==> config.mk <==
export PLATFORM = sky130hd
export DESIGN_NAME = klein80_seq_ctrl
export DESIGN_NICKNAME = d
export VERILOG_FILES = /design/src/rtl/klein80_seq_ctrl.sv
export SDC_FILE = /design/constraint.sdc
export NUM_CORES = 1
export LEC_CHECK = 0
export CELL_PAD_IN_SITES_DETAIL_PLACEMENT = 1
export CELL_PAD_IN_SITES_GLOBAL_PLACEMENT = 2
export CORE_ASPECT_RATIO = 1.25
export CORE_MARGIN = 2
export CORE_UTILIZATION = 26
export CTS_CLUSTER_SIZE = 16
export DETAILED_ROUTE_END_ITERATION = 10
export PLACE_DENSITY_LB_ADDON = 0.1
export SYNTH_ARGS = -nofsm -noshare
export SYNTH_HDL_FRONTEND = slang
export SYNTH_SLANG_ARGS = --single-unit
==> constraint.sdc <==
create_clock -name ck_i -period 2.8 [get_ports ck_i]
set_clock_uncertainty 0.1 [all_clocks]
set_input_delay 0.84 -clock ck_i [delete_from_list [all_inputs] [get_ports ck_i]]
set_output_delay 0.84 -clock ck_i [all_outputs]
set_load 0.03 [all_outputs]
==> src/rtl/klein80_seq_ctrl.sv <==
// ============================================================================
// klein80_seq_ctrl : job sequencer streaming key/plaintext bytes into a
//                    byte-serial klein_80 core and collecting its ciphertext.
// Revision 1.0
// ============================================================================
`default_nettype none

module klein80_seq_ctrl #(
  parameter int unsigned TIMEOUT = 1023,
  parameter int unsigned TO_W    = 10
) (
  input  logic        ck_i,
  input  logic        rst_i,
  input  logic        req_valid_i,
  output logic        req_ready_o,
  input  logic [63:0] req_pt_i,
  input  logic [79:0] req_key_i,
  output logic        rsp_valid_o,
  input  logic        rsp_ready_i,
  output logic [63:0] rsp_ct_o,
  output logic        rsp_err_o,
  output logic        busy_o,
  output logic        core_start_o,
  output logic [7:0]  core_inp_o,
  output logic [7:0]  core_key_o,
  input  logic        core_ready_i,
  input  logic [7:0]  core_out_i
);

  typedef enum logic [2:0] {
    S_IDLE   = 3'd0,
    S_LOAD   = 3'd1,
    S_WAIT   = 3'd2,
    S_UNLOAD = 3'd3,
    S_RESP   = 3'd4
  } state_e;

  localparam logic [TO_W-1:0] WD_LAST = TO_W'(TIMEOUT - 1);
  localparam logic [TO_W-1:0] WD_ONE  = TO_W'(1);

  state_e          state_q, state_d;
  logic [63:0]     pt_q, pt_d;
  logic [79:0]     key_q, key_d;
  logic [3:0]      cnt_q, cnt_d;
  logic [TO_W-1:0] wd_q, wd_d;
  logic [63:0]     ct_q, ct_d;
  logic            err_q, err_d;
  logic            start_q, start_d;
  logic [7:0]      inp_q, inp_d;
  logic [7:0]      kb_q, kb_d;
  logic            rdy_q;

  logic            req_ready;
  logic            accept;
  logic            rdy_evt;
  logic            wd_exp;

  assign req_ready = (state_q == S_IDLE) && !rst_i;
  assign accept    = req_valid_i && req_ready;
  // Only a fresh rising edge counts; a level left high by an earlier job is ignored.
  assign rdy_evt   = core_ready_i && !rdy_q;
  assign wd_exp    = (wd_q >= WD_LAST);

  always_comb begin
    state_d = state_q;
    pt_d    = pt_q;
    key_d   = key_q;
    cnt_d   = cnt_q;
    wd_d    = wd_q;
    ct_d    = ct_q;
    err_d   = err_q;
    start_d = 1'b0;
    inp_d   = inp_q;
    kb_d    = kb_q;

    case (state_q)
      S_IDLE: begin
        if (accept) begin
          // Byte 0 goes straight to the core outputs; the rest wait in shift registers.
          state_d = S_LOAD;
          inp_d   = req_pt_i[63:56];
          kb_d    = req_key_i[79:72];
          pt_d    = {req_pt_i[55:0], 8'h00};
          key_d   = {req_key_i[71:0], 8'h00};
          start_d = 1'b1;
          cnt_d   = 4'd0;
          ct_d    = 64'h0;
          err_d   = 1'b0;
        end
      end

      S_LOAD: begin
        if (cnt_q == 4'd9) begin
          state_d = S_WAIT;
          inp_d   = 8'h00;
          kb_d    = 8'h00;
          wd_d    = '0;
        end else begin
          inp_d = pt_q[63:56];
          kb_d  = key_q[79:72];
          pt_d  = {pt_q[55:0], 8'h00};
          key_d = {key_q[71:0], 8'h00};
          cnt_d = cnt_q + 4'd1;
        end
      end

      S_WAIT: begin
        if (rdy_evt) begin
          ct_d    = {ct_q[55:0], core_out_i};
          cnt_d   = 4'd1;
          state_d = S_UNLOAD;
        end else if (wd_exp) begin
          ct_d    = 64'h0;
          err_d   = 1'b1;
          state_d = S_RESP;
        end else begin
          wd_d = wd_q + WD_ONE;
        end
      end

      S_UNLOAD: begin
        ct_d = {ct_q[55:0], core_out_i};
        if (cnt_q == 4'd7) begin
          state_d = S_RESP;
        end else begin
          cnt_d = cnt_q + 4'd1;
        end
      end

      S_RESP: begin
        if (rsp_ready_i) begin
          state_d = S_IDLE;
        end
      end

      default: begin
        state_d = S_IDLE;
      end
    endcase
  end

  always_ff @(posedge ck_i) begin
    if (rst_i) begin
      state_q <= S_IDLE;
      pt_q    <= 64'h0;
      key_q   <= 80'h0;
      cnt_q   <= 4'd0;
      wd_q    <= '0;
      ct_q    <= 64'h0;
      err_q   <= 1'b0;
      start_q <= 1'b0;
      inp_q   <= 8'h00;
      kb_q    <= 8'h00;
      rdy_q   <= 1'b0;
    end else begin
      state_q <= state_d;
      pt_q    <= pt_d;
      key_q   <= key_d;
      cnt_q   <= cnt_d;
      wd_q    <= wd_d;
      ct_q    <= ct_d;
      err_q   <= err_d;
      start_q <= start_d;
      inp_q   <= inp_d;
      kb_q    <= kb_d;
      rdy_q   <= core_ready_i;
    end
  end

  assign req_ready_o  = req_ready;
  assign rsp_valid_o  = (state_q == S_RESP);
  assign rsp_ct_o     = ct_q;
  assign rsp_err_o    = err_q;
  assign busy_o       = (state_q != S_IDLE);
  assign core_start_o = start_q;
  assign core_inp_o   = inp_q;
  assign core_key_o   = kb_q;

endmodule

`default_nettype wire
==> metrics.md <==
| Metric | Value |
|---|---|
| # setup viols final | `0` |
| CP endpoint kind | `output pin` |
| I/O pin count | `242` |
| Max-slew violation count | `0` |
| Vias | `9306` |
| Total Wirelength | `35.3 mm` |
| Detailed Place HPWL | `23.5 mm` |
| Leading area contributor after synthesis | `dfxtp_1` |
| Critical Path AT | `1700 ps` |
| Buf/Inv on CP | `2` |
| Initial Util | `26.3%` |
| Largest net degree at the start of global routing | `149` |
| Max Root-Sink Buffers | `3` |
| CTS buffer count | `28` |
| Die Area | `38300 um^2` |
| Max rail drop VDD | `0.416 mV` |
| Sequential area share after synthesis | `47.8%` |
| DP Cell Count | `1804` |
| Global-route wire length before repair | `54.4 mm` |
| Setup TNS | `0 ps` |
| Total global-route track usage | `17.7%` |
| Crit-path cells | `nor3_1 -> inv_1 -> nor2_1 -> buf_4` |
| Routed met3 length | `1.75 mm` |
| Share of layout cells above drive strength 1 | `7.24%` |
| Hold Path Class | `flop to flop` |
| Clk root buf | `clkbuf_16` |
| Leakage | `4.71 nW` |
| Async S/R FF share, synth | `0%` |
| Placed instance area | `12700 um^2` |
| Top post-synthesis cells by area | `dfxtp_1 (48%), a311oi_1 (10%), nand2_1 (9.7%)` |
| Tightest Pin Transition | `798 ps` |
| Worst setup SP type | `flop` |
| Non-Filler Instances | `1850` |
| CTS tree | `built` |
| CORE AREA | `36300 um^2` |
| First-pass DRT Iterations | `4` |
| Layout net count | `1515` |
| Final Hold Viols | `0` |
| # DRC | `0` |
| Power Density | `662 nW/um^2` |
| Routed Antenna Nets | `0` |
| Die Y | `218 um` |
| Chip width | `175 um` |
| # hold bufs at CTS | `0` |
| Post-CTS setup buffer count | `0` |
| Fillers | `4204` |
| Multi-input gate area | `4470 um^2` |
| Port bufs | `241` |
| CP peak stage delay | `310 ps` |
| Period utilisation layout | `94.2%` |
| Row cnt | `78` |
| Syn. warnings | `0` |
| Area Overhead vs Synth | `42.5%` |
| Vias/cell | `5.03` |
| Worst-path clk slew | `60 ps` |
| Fin crit period | `2640 ps` |
| Fmax | `379 MHz` |
| Yosys top cell area share | `47.8%` |
| GP Congestion | `0.743` |
| Clock Sinks | `228` |
| Status | `completed` |
| Critical path required time | `1860 ps` |
| Post-route cell area | `13600 um^2` |
| RSZ-0062 raised after global routing | `false` |
| Number of synthesized flops with an enable pin | `0` |
| Met2 Wirelength | `16.9 mm` |
| Post-Synthesis Cells | `1155` |
| Mapped Area | `9550 um^2` |
| WS Path Type | `flop to output pin` |
| Wire per inst | `19.1 um` |
| Mean Syn Cell Area | `8.27 um^2` |
| Reg area | `4560 um^2` |
| Slew HR | `46.8%` |
| Met1 WL | `15.9 mm` |
| Post-CTS resize count | `1` |
| Vias in the first global route | `9432` |
| Critical path peak fanout | `4` |
| Synth Flop Type | `dfxtp_1` |
| CTS H-tree lvls | `1` |
| Max Used Layer | `met4` |
| CP max stage cell | `dfxtp_1` |
| Initial antenna violation count | `1` |
| Initial DRC count | `384` |
| Crit-path leading delay family | `simple AND/OR/NAND/NOR gates` |
| Flops & latches, synth | `228` |
| GRT overflow | `0` |
| Core Util, Final | `37.5%` |
| Synthesized Nets | `1316` |
| Cell variety after synth | `45` |
| Clk_lat worst skew | `550 ps` |
| Max-cap violation count | `0` |
==> cell type report <==
cell class | instances | share of cell area, %
Sequential cell | 228 | 33.5
Multi-Input combinational cell | 784 | 32.8
Timing Repair Buffer | 286 | 22.1
Clock buffer | 40 | 6.15
Tap cell | 480 | 4.41
Inverter | 26 | 0.717
Clock inverter | 4 | 0.175
Antenna cell | 2 | 0.0368
==> worst register-to-register path: cells and delay by family (launching register included) <==
kind | cells | cell delay (ps)
compound gates | 3 | 670
buf+inv | 1 | 280
flops | 1 | 420
simple gates | 1 | 490
fa+ha+maj | 1 | 200
==> logic make-up (layout without fill, tap and decap cells) <==
group,count (synthesis),after routing,share of synthesized area [%]
other cells,0,2,0
fa+ha+maj,4,4,0.524
simple gates,380,380,17.7
buf+inv,143,356,6.07
flops,228,228,47.8
compound gates,400,400,27.9
==> final timing paths <==
kind / start / to / slack (ps) / depth (start not counted)
worst max register to register: wd_q[1]$_SDFFE_PP0P_ / rsp_ct_o[50]$_SDFFE_PP0P_ / 510 / 6
worst min-delay path: pt_q[57]$_SDFFE_PP0P_ / core_inp_o[1]$_SDFFE_PP0P_ / 360 / 2
worst min register to register: pt_q[57]$_SDFFE_PP0P_ / core_inp_o[1]$_SDFFE_PP0P_ / 360 / 2
worst max-delay path: state_q[1]$_SDFFE_PP0P_ / req_ready_o / 160 / 4
==> where the power goes <==
group,switching (mW),internal [mW],total [mW]
clock,1.41,2.04,3.45
combinational,1.04,0.798,1.84
sequential,0.162,3.56,3.72
total,2.61,6.40,9.01
==> sequential cells by signal (all words and copies together), names as in the netlist <==
| register | count |
|---|---|
| rsp_err_o | 1 |
| rdy_q | 1 |
| cnt_q | 4 |
| state_q | 3 |
| wd_q | 10 |
| core_start_o | 1 |
| key_q | 72 |
| rsp_ct_o | 64 |
| pt_q | 56 |
| core_inp_o | 8 |
| core_key_o | 8 |
==> metal layers <==
layer  GRT usage [%]  up-vias
met5               0        -
met4            4.49        0
met3            3.10       38
met2            30.4      207
met1            22.9     4471
li1                -     4590
==> per-stage QoR <==
| step | power [mW] | hold slack (ps) | setup WS [ps] |
|---|---|---|---|
| 2_1_floorplan | 4.77 | 326 | 24.4 |
| 3_3_place_gp | 5.63 | 347 | -74.0 |
| 3_5_place_dp | 5.65 | 352 | -105 |
| 4_1_cts | 9.16 | 360 | 89.0 |
| 5_1_grt | 9.49 | 388 | 70.9 |
| 6_report | 9.01 | 356 | 162 |
==> synth_stat cells (all sizes together) (6+ instances only) <==
cell type / count
buf: 29
clkbuf: 88
nand2b: 57
a21oi: 143
nand3: 25
a211oi: 19
nand2: 247
inv: 26
o21ai: 41
nor2: 22
o22ai: 48
or4: 6
nor2b: 6
o32ai: 16
a311oi: 113
dfxtp: 228
==> cell usage in the layout (no fill, tap or decap), types with 3 or more instances in the layout <==
cell type,n
a211oi_1,18
a21oi_1,142
a311oi_1,113
buf_12,21
buf_4,26
clkbuf_1,4
clkbuf_16,29
clkbuf_8,7
clkdlybuf4s50_1,237
clkinv_2,3
dfxtp_1,228
ha_1,4
inv_1,26
nand2_1,247
nand2b_1,57
nand3_1,25
nor2_1,20
nor2b_1,6
nor3_1,3
o21ai_0,38
o22ai_1,48
o31ai_1,3
o32ai_1,16
or3_1,4
or4_1,6
No activity file was read; power rests on OpenSTA's default activity.
